--- src/rtl/mult_seq_unit.sv ---
// Iterative shift-add multiplier for RV32M MUL/MULH/MULHSU/MULHU.
// Operands are converted to magnitudes when the multiply is accepted. One multiplier bit
// is consumed per cycle. The sign is applied once, at the end, over the full 2*WIDTH
// product. Latency is fixed: done rises WIDTH+1 edges after the accepting edge.
module mult_seq_unit #(
    parameter int unsigned WIDTH = 32
) (
    input  logic             CLK,
    input  logic             nRST,
    input  logic             start,
    input  logic             flush,
    input  logic [WIDTH-1:0] a,
    input  logic [WIDTH-1:0] b,
    input  logic             signed_a,
    input  logic             signed_b,
    input  logic             half,
    output logic             busy,
    output logic             done,
    output logic [WIDTH-1:0] result
);

    localparam int unsigned CW = (WIDTH > 1) ? $clog2(WIDTH) : 1;
    localparam logic [CW-1:0] LastCount = CW'(WIDTH - 1);

    typedef enum logic [1:0] {
        StIdle,
        StCalc,
        StFix
    } state_e;

    state_e               state_q, state_d;
    logic [CW-1:0]        count_q, count_d;
    logic [2*WIDTH-1:0]   mcand_q, mcand_d;   // |a| pre-shifted by the current count
    logic [WIDTH-1:0]     mplier_q, mplier_d; // |b|, shifted right so bit 0 is the active bit
    logic [2*WIDTH-1:0]   acc_q, acc_d;
    logic                 neg_q, neg_d;
    logic                 half_q, half_d;
    logic [WIDTH-1:0]     result_q, result_d;
    logic                 done_q, done_d;

    logic                 a_neg, b_neg;
    logic [WIDTH-1:0]     a_mag, b_mag;
    logic                 accept;
    logic [2*WIDTH-1:0]   prod;

    // Operand magnitudes; the most-negative value maps onto 2^(WIDTH-1), which still fits.
    always_comb begin
        a_neg  = signed_a & a[WIDTH-1];
        b_neg  = signed_b & b[WIDTH-1];
        a_mag  = a_neg ? (~a + 1'b1) : a;
        b_mag  = b_neg ? (~b + 1'b1) : b;
        accept = (state_q == StIdle) && start && !flush;
        prod   = neg_q ? (~acc_q + 1'b1) : acc_q;
    end

    // State register.
    always_ff @(posedge CLK or negedge nRST) begin
        if (!nRST) begin
            state_q <= StIdle;
        end else begin
            state_q <= state_d;
        end
    end

    // Next-state logic; flush always returns to idle and wins over a new start.
    always_comb begin
        state_d = state_q;
        unique case (state_q)
            StIdle: begin
                if (start && !flush) begin
                    state_d = StCalc;
                end
            end
            StCalc: begin
                if (flush) begin
                    state_d = StIdle;
                end else if (count_q == LastCount) begin
                    state_d = StFix;
                end
            end
            StFix: begin
                state_d = StIdle;
            end
            default: begin
                state_d = StIdle;
            end
        endcase
    end

    // Datapath next-state: latch on accept, accumulate in CALC, sign-fix and publish in FIX.
    always_comb begin
        count_d  = count_q;
        mcand_d  = mcand_q;
        mplier_d = mplier_q;
        acc_d    = acc_q;
        neg_d    = neg_q;
        half_d   = half_q;
        result_d = result_q;
        done_d   = 1'b0;

        if (accept) begin
            count_d  = '0;
            mcand_d  = {{WIDTH{1'b0}}, a_mag};
            mplier_d = b_mag;
            acc_d    = '0;
            neg_d    = a_neg ^ b_neg;
            half_d   = half;
        end else if (state_q == StCalc && !flush) begin
            if (mplier_q[0]) begin
                acc_d = acc_q + mcand_q;
            end
            mcand_d  = mcand_q << 1;
            mplier_d = mplier_q >> 1;
            count_d  = count_q + 1'b1;
        end else if (state_q == StFix && !flush) begin
            result_d = half_q ? prod[2*WIDTH-1:WIDTH] : prod[WIDTH-1:0];
            done_d   = 1'b1;
        end
    end

    // Datapath registers; reset discards any operation in flight.
    always_ff @(posedge CLK or negedge nRST) begin
        if (!nRST) begin
            count_q  <= '0;
            mcand_q  <= '0;
            mplier_q <= '0;
            acc_q    <= '0;
            neg_q    <= 1'b0;
            half_q   <= 1'b0;
            result_q <= '0;
            done_q   <= 1'b0;
        end else begin
            count_q  <= count_d;
            mcand_q  <= mcand_d;
            mplier_q <= mplier_d;
            acc_q    <= acc_d;
            neg_q    <= neg_d;
            half_q   <= half_d;
            result_q <= result_d;
            done_q   <= done_d;
        end
    end

    // Outputs.
    always_comb begin
        busy   = (state_q != StIdle);
        done   = done_q;
        result = result_q;
    end

endmodule
--- config.mk ---
export PLATFORM = sky130hd
export DESIGN_NAME = mult_seq_unit
export DESIGN_NICKNAME = d
export VERILOG_FILES = /design/src/rtl/mult_seq_unit.sv
export SDC_FILE = /design/constraint.sdc
export NUM_CORES = 1
export LEC_CHECK = 0
export BUFFER_PORTS_ARGS = -buffer_cell sky130_fd_sc_hd__clkbuf_2
export CELL_PAD_IN_SITES_DETAIL_PLACEMENT = 0
export CELL_PAD_IN_SITES_GLOBAL_PLACEMENT = 1
export CORE_MARGIN = 4
export CORE_UTILIZATION = 40
export CTS_BUF_LIST = sky130_fd_sc_hd__clkbuf_8 sky130_fd_sc_hd__clkbuf_16
export CTS_CLUSTER_SIZE = 28
export DETAILED_ROUTE_END_ITERATION = 12
export PLACE_DENSITY_LB_ADDON = 0.1
export SKIP_LAST_GASP = 1
export SYNTH_ARGS = -nofsm -noshare
export SYNTH_HDL_FRONTEND = slang
export SYNTH_SLANG_ARGS = --single-unit
--- constraint.sdc ---
create_clock -name CLK -period 4 [get_ports CLK]
set_input_delay 0.2 -clock CLK [delete_from_list [all_inputs] [get_ports CLK]]
set_output_delay 0.2 -clock CLK [all_outputs]
set_load 0.05 [all_outputs]
[Word-level counts from Yosys, hierarchy flattened]
Index checks and enable logic that the tools add are counted.
Cells by class
  bitwise gates (word level): 8
  add/sub/neg operators: 5
  reduce and logical (&&, ||, !) cells: 13
  multiplexer cells: 20
  eq/ne operators: 5
Operators by type and width (number)
  $mux 64: 6
  $mux 32: 5
  $add 32x1->32 const B: 2
  $add 64x1->64 const B: 1
  $add 64x64->64: 1
  $not 32->32: 2
  $not 64->64: 1
  $mux 5: 2
  $mux 2: 3
  $reduce_bool 2->1: 3
  $add 5x1->5 const B: 1
  $eq 5x5->1 const B: 1
  $logic_and 1x1->1: 5
  $pmux 2 s2: 1
  $reduce_and 2->1: 2
  $mux 1: 3
  $ne 3x3->1 const B: 1
  $reduce_and 3->1: 1
  $and 1x1->1: 2
  $eq 2x1->1 const B: 1
  $eq 2x2->1 const B: 1
  $logic_not 2->1: 1
  $ne 2x1->1 const B: 1
  $not 1->1: 2
  2 further kinds: 2
Word-level totals
  register bits: 202
  output and inout bits: 34
  input port bits: 71

[Logic depth before layout (Yosys ltp)]
Gate-level depths: netlist of run 1.
  depth after elaboration: 5
  gate-level depth with buffers: 11
  depth with buffers taken out: 11

[Worst setup path before layout of run 1]
No wires, ideal clock.
  kind: flip-flop to flip-flop
  start point: register mcand_q[0]
  end point: register acc_q[62]
  buffers on the path: 0
  path slack: 923 ps
  cell stages (with the launch flop): 12
  required time: 3876 ps
  arrival: 2953 ps
  cell sequence: dfrtp_1 > ha_1 > fa_1 > a21o_1 > a221oi_1 > o2bb2ai_1 > o21ai_1 > a211oi_1 > nor2_1 > a21oi_1 > o21ai_0 > a211o_1
Between the ends
  cells in the longest elaborated chain, start to end: 4
RTL lines
  from (decl): RTL line 33  | logic [2*WIDTH-1:0] mcand_q, mcand_d;
  from (signal assigned): RTL line 134  | mcand_q <= mcand_d;
  $add 64x64->64: RTL line 110  | acc_d = acc_q + mcand_q;
  $mux 64: RTL line 109  | if (mplier_q[0]) begin
  $mux 64: RTL line 108  | end else if (state_q == StCalc && !flush) begin
  $mux 64: RTL line 101  | if (accept) begin
  to (signal assigned): RTL line 127  | acc_q <= '0;
  to (signal assigned): RTL line 136  | acc_q <= acc_d;
  to (decl): RTL line 35  | logic [2*WIDTH-1:0] acc_q, acc_d;
Every way passes these cells. The select of a mux whose other input is x is not followed.
A chain may end at the register's enable or synchronous reset.

[Worst setup path in the final report of run 1]
  start point: register mcand_q[0]
  end point: register acc_q[60]
Same word-level chain as after synthesis.

==> results of run 1 <==
## cells in the mapped netlist (all sizes together) (31+ instances only)
| master | number | share of area, % |
|---|---|---|
| a21o | 35 | 1.8 |
| dfrtp | 202 | 34 |
| a21oi | 159 | 5.4 |
| nor2 | 141 | 3.6 |
| a31oi | 63 | 2.7 |
| ha | 68 | 5.7 |
| xor2 | 103 | 6.1 |
| nor3 | 31 | 1.1 |
| xnor2 | 67 | 3.9 |
| nand2 | 334 | 8.4 |
| clkbuf | 102 | 2.6 |
| nand3 | 83 | 2.8 |
| o21ai | 151 | 5.1 |
## worst max-delay path by stage
stage | slack (ps) | from | to
global placement | 490 | mcand_q[0]$_DFFE_PN0N_ | acc_q[60]$_DFFE_PN0P_
finish | 370 | mcand_q[0]$_DFFE_PN0N_ | acc_q[60]$_DFFE_PN0P_
global route | 170 | acc_q[10]$_DFFE_PN0P_ | acc_q[60]$_DFFE_PN0P_
detailed placement | 520 | mcand_q[0]$_DFFE_PN0N_ | acc_q[60]$_DFFE_PN0P_
floorplan | 920 | mcand_q[0]$_DFFE_PN0N_ | acc_q[62]$_DFFE_PN0P_
CTS | 460 | mcand_q[0]$_DFFE_PN0N_ | acc_q[60]$_DFFE_PN0P_
## stage by stage
step	util [%]	hold slack [ps]	cells
3_5_place_dp	43.4	348	2380
5_1_grt	45.9	36.1	2432
3_3_place_gp	43.4	354	2380
2_1_floorplan	-	-95.6	1883
4_1_cts	45.9	0.0526	2432
6_report	45.9	17.1	2432
## worst max-delay path: stages, from the launching register on
cell	delay (ps)
dfrtp_1	410
ha_1	240
fa_1	430
a21o_1	240
a311oi_1	340
o21ai_0	200
and4_1	220
o31ai_1	470
a211oi_1	320
o21ai_0	310
a2111oi_0	130
nand3b_1	190
## power by group through the flow
stage	Combinational, W	Clock (W)	Sequential (W)
after floorplan	0.00290	0	0.00270
after global placement	0.00396	0	0.00286
after detailed placement	0.00395	0	0.00288
after CTS	0.00398	0.00231	0.00284
after global routing	0.00447	0.00241	0.00291
final	0.00400	0.00225	0.00285
## state kept, by name, summed over array words and instances, names as in the netlist
name and cells:
result 32, count_q 5, acc_q 64, half_q 1, state_q 2, mcand_q 64, done 1, mplier_q 32
neg_q 1
## kinds of logic (layout without fill, tap and decap cells)
family                   after synthesis  in the layout  synth area share [%]
adder cells (fa/ha/maj)               69             69                  5.86
XOR/XNOR                             170            170                  10.0
multiplexers                           7              7                 0.480
flip-flops                           202            202                  34.0
AO/OA/AOI/OAI                        543            543                  22.5
buffers and inverters                142            223                  3.59
AND/OR/NAND/NOR                      750            750                  23.5
## final cells by class
class / instances / area share [%]
clock buffer: 30 / 4.13
clock inverter: 10 / 0.626
inverter: 29 / 0.648
multi-input combinational: 1539 / 55.3
sequential: 202 / 30.1
tap: 468 / 3.48
timing repair buffer: 154 / 5.71
## metal layers
| metal | vias to the layer above | share of wire [%] |
|---|---|---|
| met4 | 0 | 1.8 |
| met3 | 46 | 5.2 |
| met2 | 347 | 44 |
| met5 | - | 0 |
| li1 | 6884 | - |
| met1 | 6708 | 49 |
## timing repair
item | in CTS | in global routing
endpoints found under the setup margin | 0 | 0
hold endpoints to repair | 110 | 0
hold buffers | 12 | 0
==> run summary, run 1 <==
Rel. slew slack: 37.0%
Global Route met2 Usage: 35.9%
CTS tree: done
Top_reg_cell synth: dfrtp_1
Final Critical Period: 3630 ps
Antenna viol nets, final: 0
Max VDD drop: 0.247 mV
Worst reg2reg path depth: 11
Final instance area: 16800 um2
Post-Syn Area: 14900 um2
Die area: 40300 um2
Most frequent cells in the layout: nand2_1 (333), dfrtp_1 (201), a21oi_1 (159)
Initial antenna violation count: 0
H-tree depth: 1
Max-slew violation count: 0
Die width: 201 um
YS warnings: 0
Clock Latency Late Sink: 540 ps
WL/cell: 19.5 um
Hold depth: 4
Most Crowded Layer GR: met2
GRT Residual Overflow: 0
Post-Syn Nets: 2023
Vias: 14000
Post-synth cell types: 74
Post-Syn Instances: 1883
Vias per Instance: 5.75
Largest net degree at the start of global routing: 103
Worst clock skew: 20.5 ps
Seq/Total Area, Yosys: 34.0%
Hold_sp: a[9]
Dpl cell area: 15900 um2
FF-to-FF Start: mcand_q[0]$_DFFE_PN0N_
Endpoint type of the worst setup path: flop
Cells resized by post-CTS repair: 0
Leak: 7.68 nW
Min-Delay Path Class: input port to flop
Share of cells above drive strength 1: 10.8%
RSZ-0062 raised after global routing: no
Hold EP: mcand_q[9]$_DFFE_PN0N_
Global-route total usage across every layer: 22.8%
Number of fill cells in the layout: 3757
IO Pins: 105
Sequential Area: 5060 um2
#FFs+latches synth: 202
Wirelength, routed: 47400 um
Psw: 0.00383 W
Max Freq: 276 MHz
WP data required: 4400 ps
Share of flip-flops with an asynchronous set or reset: 100%
Starting Density: 40.6%
Placement row count: 70
Place WS: 515 ps
Met3 Usage GRT: 3.07%
First-pass GRT wire length: 76000 um
Worst Path Class, Setup: flop to flop
Post-route DRC: 0
Final GP Congestion: 0.898
Met1 Usage GRT: 34.0%
Commonest non-fill, non-tap cell in the layout: nand2_1
Period utilisation layout: 90.7%
Vias in the first global route: 13500
Initial DRC count: 1006
Sequential Power Share: 31.3%
Root Buffer: clkbuf_16
Number of port buffers: 104
Worst reg-to-reg setup slack: 370 ps
Max_cap viols: 0
CP Launch Type: flop
Die Ht: 201 um
Core box area: 36600 um2
Slew of the pin with the lowest slew margin: 945 ps
Final setup fails: 0
Layout Area Growth over Synthesis: 13.1%
Total power divided by cell area: 542 nW/um2
Reg2reg end: acc_q[60]$_DFFE_PN0P_
Post-CTS Setup Inserts: 0
Fin nets: 2091
Clock Power Share: 24.7%
Final TNS setup: 0 ps
Combinational fraction of design power: 43.9%
DP Wirelength: 35600 um
Clk pin slew, worst setup/hold paths: 60 ps
Mapped Avg Cell Area: 7.89 um2
Worst Slack Setup Final: 374 ps
Power Internal: 0.00528 W
Max Buffers Root-to-Sink: 3
Number of synthesized flops with an enable pin: 0
Status: complete, no violations
Multi-input logic area: 9290 um2
Crit Path Max Fanout: 4
Net switching fraction of the power: 42.0%
CP arrival: 4030 ps
Diode count: 0
Power Total: 0.00911 W
Pre-antenna DRT Iters: 6
Hold Vio Cnt, Final: 0
CTS buffer count: 25
Clock Sinks: 202
No activity file was read; power rests on OpenSTA's default activity.
==> run 2: changes to the inputs <==
CELL_PAD_IN_SITES_DETAIL_PLACEMENT = 1   (was 0)
CELL_PAD_IN_SITES_GLOBAL_PLACEMENT = 2   (was 1)
clock period = 4.4 ns   (was 4 ns; I/O delays follow)
==> run summary, run 2 (synthesis gave the netlist of run 1 again) <==
WL/cell: 20.3 um
Diode count: 0
Starting Density: 40.6%
Hold_sp: b[4]
H-tree depth: 1
CTS buffer count: 24
Final hold slack: 25.6 ps
Share of cells above drive strength 1: 9.61%
Reg2reg end: acc_q[62]$_DFFE_PN0P_
Post-route DRC: 0
Net switching fraction of the power: 42.9%
Hold Vio Cnt, Final: 0
Placed Instances: 2357
Die width: 201 um
DP Wirelength: 37000 um
Vias: 14000
Fin nets: 2061
Wirelength, routed: 48700 um
Slew of the pin with the lowest slew margin: 1050 ps
RSZ-0062 raised after global routing: no
Top flop regs: acc_q: 64 flops, mcand_q: 64 flops
Antenna viol nets, final: 0
Power Internal: 0.00464 W
Clk pin slew, worst setup/hold paths: 60 ps
Sequential Power Share: 32.5%
Placement row count: 70
GRT Residual Overflow: 0
Hold depth: 4
FF-to-FF Start: acc_q[0]$_DFFE_PN0P_
Die Ht: 201 um
CP Launch Type: flop
Max Freq: 256 MHz
Post-CTS Setup Inserts: 0
Combinational fraction of design power: 44.0%
Total power divided by cell area: 491 nW/um2
Final setup fails: 0
Root Buffer: clkbuf_16
Global-route total usage across every layer: 23.7%
Initial DRC count: 754
Psw: 0.00349 W
Clock Power Share: 23.5%
CP peak stage delay: 580 ps
Final Util: 45.2%
Post-Layout Cell Count: 2404
Final Critical Period: 3900 ps
Max-slew violation count: 0
Initial antenna violation count: 0
Clock Latency Late Sink: 550 ps
Largest net degree at the start of global routing: 181
Cell family with most CP delay: compound AO/OA/AOI/OAI gates
Status: complete, no violations
Period utilisation layout: 88.6%
Core box area: 36600 um2
Most frequent cells in the layout: nand2_1 (333), dfrtp_1 (201), a21oi_1 (159)
Worst Path Class, Setup: flop to flop
Bufs and invs on worst path: 0
Worst reg-to-reg setup slack: 500 ps
First-pass GRT wire length: 79700 um
Crit path depth: 11
Hold EP: mplier_q[4]$_DFFE_PN0N_
Endpoint type of the worst setup path: flop
Vias per Instance: 5.82
Max_cap viols: 0
Vias in the first global route: 14300
Max VDD drop: 0.259 mV
Pre-antenna DRT Iters: 5
CP arrival: 4330 ps
Worst-path cell chain: ha_1 > fa_1 > a21o_1 > a221oi_1 > o2bb2ai_1 > o21ai_1 > a211oi_1 > nor2_1 > a21oi_1 > o21ai_0 > a211o_1
Crit Path Max Fanout: 5
Commonest non-fill, non-tap cell in the layout: nand2_1
Critical-path top delay cell: a221oi_1
Rel. slew slack: 30.3%
Final GP Congestion: 0.891
Worst reg2reg path depth: 11
CTS tree: done
Clock Sinks: 202
Layout Area Growth over Synthesis: 11.3%
Max Buffers Root-to-Sink: 3
Worst clock skew: 28.5 ps
Die area: 40300 um2
Final TNS setup: 0 ps
Critical Path Start: acc_q[0]$_DFFE_PN0P_
Leak: 7.54 nW
Number of port buffers: 104
IO Pins: 105
Min-Delay Path Class: input port to flop
WP data required: 4830 ps
==> run 2: changes by cell type in the layout (fill, tap and decap cells not counted), moves of 2 or more <==
cell / delta
inv_1: +4
buf_4: -24
dlygate4sd3_1: -6
clkbuf_8: +2
bufinv_16: -2
inv_6: -2
==> run 2: worst max path at each step <==
stage / slack [ps] / to
2_1_floorplan: 1320 / acc_q[62]$_DFFE_PN0P_
3_3_place_gp: 690 / acc_q[62]$_DFFE_PN0P_
3_5_place_dp: 550 / acc_q[62]$_DFFE_PN0P_
4_1_cts: 480 / acc_q[62]$_DFFE_PN0P_
5_1_grt: 150 / acc_q[62]$_DFFE_PN0P_
6_report: 500 / acc_q[62]$_DFFE_PN0P_
==> run 2: routing by layer <==
layer	wire length [um]	track usage [%]	vias to the layer above	share of wire (%)
met5	0	0	-	0
met4	1030	5.33	0	2.1
met3	1670	2.44	50	3.4
met2	22200	38.4	234	46
met1	23800	34.5	6912	49
li1	-	-	6804	-
==> run 2: power groups by stage <==
stage                     registers, W  logic (W)  clock network [W]
final                          0.00264    0.00357            0.00191
after global routing           0.00269    0.00401            0.00203
after CTS                      0.00263    0.00357            0.00197
after detailed placement       0.00266    0.00355                  0
after global placement         0.00263    0.00347                  0
after floorplan                0.00246    0.00264                  0
==> run 2: worst register-to-register path: stages (launching register included) <==
cell,delay [ps]
dfrtp_1,410
ha_1,230
fa_1,440
a21o_1,230
a221oi_1,580
o2bb2ai_1,260
o21ai_1,190
a211oi_1,360
nor2_1,160
a21oi_1,460
o21ai_0,200
a211o_1,290
==> run 2: through the flow <==
step                      setup slack [ps]  area [um2]  power (W)
after floorplan                       1320       14900    0.00509
final                                  500       16500    0.00813
after detailed placement               547       15700    0.00620
after global routing                   151       16500    0.00874
after global placement                 691       15700    0.00610
after CTS                              477       16500    0.00817
==> run 2: final cells by class <==
cell class	count	area, um2
clock buffer	31	697
clock inverter	10	53.8
fill	4520	20100
inverter	29	109
multi-input combinational	1539	9300
sequential	202	5060
tap	468	586
timing repair buffer	125	739
==> run 2: what timing repair did <==
action,CTS,global route
hold buffers,6,0
resized for setup,0,0
hold endpoints to repair,63,0
==> run 3: changes to the inputs <==
PLACE_DENSITY = 0.86   (was not set)
PLACE_DENSITY_LB_ADDON = not set   (was 0.1)
==> run summary, run 3 (synthesis gave the netlist of run 1 again) <==
Status: complete, no violations
Slew of the pin with the lowest slew margin: 855 ps
RSZ-0062 raised after global routing: no
Total power divided by cell area: 507 nW/um2
Sequential Area: 5060 um2
Number of fill cells in the layout: 4478
Root Buffer: clkbuf_16
First-pass GRT wire length: 79900 um
DP Wirelength: 36300 um
Most frequent cells in the layout: nand2_1 (333), dfrtp_1 (201), a21oi_1 (159)
Max_cap viols: 0
Top flop regs: acc_q: 64 flops, mcand_q: 64 flops
Max Buffers Root-to-Sink: 3
Clk pin slew, worst setup/hold paths: 60 ps
Worst Setup EP: acc_q[62]$_DFFE_PN0P_
Clock Sinks: 202
Worst Path Class, Setup: flop to flop
Rel. slew slack: 43.0%
Pre-antenna DRT Iters: 5
Critical Path Start: mcand_q[0]$_DFFE_PN0N_
Place WS: 499 ps
CP Launch Type: flop
Initial DRC count: 879
CP peak stage delay: 580 ps
WL/cell: 20.3 um
Placement row count: 70
Initial antenna violation count: 1
Crit Path Max Fanout: 5
Final GP Congestion: 0.883
Leak: 7.58 nW
Final Critical Period: 3980 ps
Largest net degree at the start of global routing: 181
Antenna viol nets, final: 0
Max-slew violation count: 0
Worst reg2reg path depth: 11
Max VDD drop: 0.210 mV
Post-route DRC: 0
Hold Vio Cnt, Final: 0
Period utilisation layout: 90.4%
WP data required: 4820 ps
Layout Area Growth over Synthesis: 12.0%
Vias per Instance: 5.83
CP arrival: 4390 ps
IO Pins: 105
Max Freq: 251 MHz
H-tree depth: 1
Clock Latency Late Sink: 540 ps
Final instance area: 16600 um2
Die width: 201 um
Final setup fails: 0
Worst reg-to-reg setup slack: 420 ps
Global-route total usage across every layer: 23.8%
Number of port buffers: 104
Wirelength, routed: 48900 um
Share of cells above drive strength 1: 9.86%
FF-to-FF Start: mcand_q[0]$_DFFE_PN0N_
Min-Delay Path Class: input port to flop
Commonest non-fill, non-tap cell in the layout: nand2_1
Worst clock skew: 17.8 ps
Final TNS setup: 0 ps
Die Ht: 201 um
Core box area: 36600 um2
Dpl cell area: 15700 um2
Worst-path cell chain: ha_1 > fa_1 > a21o_1 > a221oi_1 > o2bb2ai_1 > o21ai_1 > a211oi_1 > nor2_1 > a21oi_1 > o21ai_0 > a211o_1
Fin nets: 2060
Die area: 40300 um2
GRT Residual Overflow: 0
Vias in the first global route: 14200
Endpoint type of the worst setup path: flop
Worst Slack Setup Final: 424 ps
Multi-input logic area: 9290 um2
CTS tree: done
Reg2reg end: acc_q[62]$_DFFE_PN0P_
Vias: 14000
Critical-path top delay cell: a221oi_1
Starting Density: 40.6%
CTS buffer count: 25
-- run 3: cell count changes in the layout (fill, tap and decap cells not counted), moves of 2 or more --
cell and delta:
bufinv_16 +4, buf_4 -2, clkbuf_8 -2, clkinv_2 +3, inv_1 -3
-- run 3: worst min path at each step --
| stage | slack, ps | to | cells past startpoint | from |
|---|---|---|---|---|
| finish | 20 | mplier_q[29]$_DFFE_PN0N_ | 4 | b[29] |
| global route | 30 | mplier_q[28]$_DFFE_PN0N_ | 3 | b[28] |
| CTS | 3 | mplier_q[5]$_DFFE_PN0N_ | 4 | b[5] |
| detailed placement | 360 | result[6]$_DFFE_PN0P_ | 1 | nRST |
| global placement | 360 | result[3]$_DFFE_PN0P_ | 1 | nRST |
| floorplan | -80 | acc_q[0]$_DFFE_PN0P_ | 0 | nRST |
-- run 3: final cells by class --
class	count	area share, %
multi-input combinational	1539	55.8
sequential	202	30.4
timing repair buffer	123	4.35
clock buffer	30	4.17
tap	468	3.52
clock inverter	15	1.08
inverter	29	0.654
antenna	1	0.0150
-- run 3: stage by stage --
| stage | std cells | hold slack, ps | total power, W | utilization, % |
|---|---|---|---|---|
| after global routing | 2406 | 25.9 | 0.00905 | 45.5 |
| after detailed placement | 2355 | 364 | 0.00622 | 42.9 |
| after global placement | 2355 | 360 | 0.00611 | 42.9 |
| after floorplan | 1883 | -75.6 | 0.00509 | - |
| final | 2407 | 20.4 | 0.00844 | 45.5 |
| after CTS | 2406 | 2.73 | 0.00848 | 45.5 |
-- run 3: power breakdown --
part | internal [W] | switching, W
clock | 0.00135 | 0.000857
sequential | 0.00217 | 0.000462
combinational | 0.00137 | 0.00224
total | 0.00489 | 0.00356
-- run 3: per-layer routing --
| layer | part of all wire (%) | vias to the layer above | global-route usage (%) |
|---|---|---|---|
| met5 | 0 | - | 0 |
| met4 | 1.7 | 0 | 4.38 |
| met3 | 4.4 | 51 | 3.21 |
| met2 | 45 | 264 | 38.5 |
| met1 | 48 | 6898 | 34.4 |
| li1 | - | 6819 | - |
-- run 3: critical path: cells and delay by family (launching register included) --
family,cells,cell delay (ps)
AND/OR/NAND/NOR,1,180
AO/OA/AOI/OAI,8,2630
flip-flops,1,400
adder cells (fa/ha/maj),2,660
-- run 3: timing repair --
action,in CTS,in global routing
endpoints found under the setup margin,0,0
endpoints found under the hold margin,99,0
buffers inserted,0,0
hold buffers,6,0
gates resized for setup,0,0
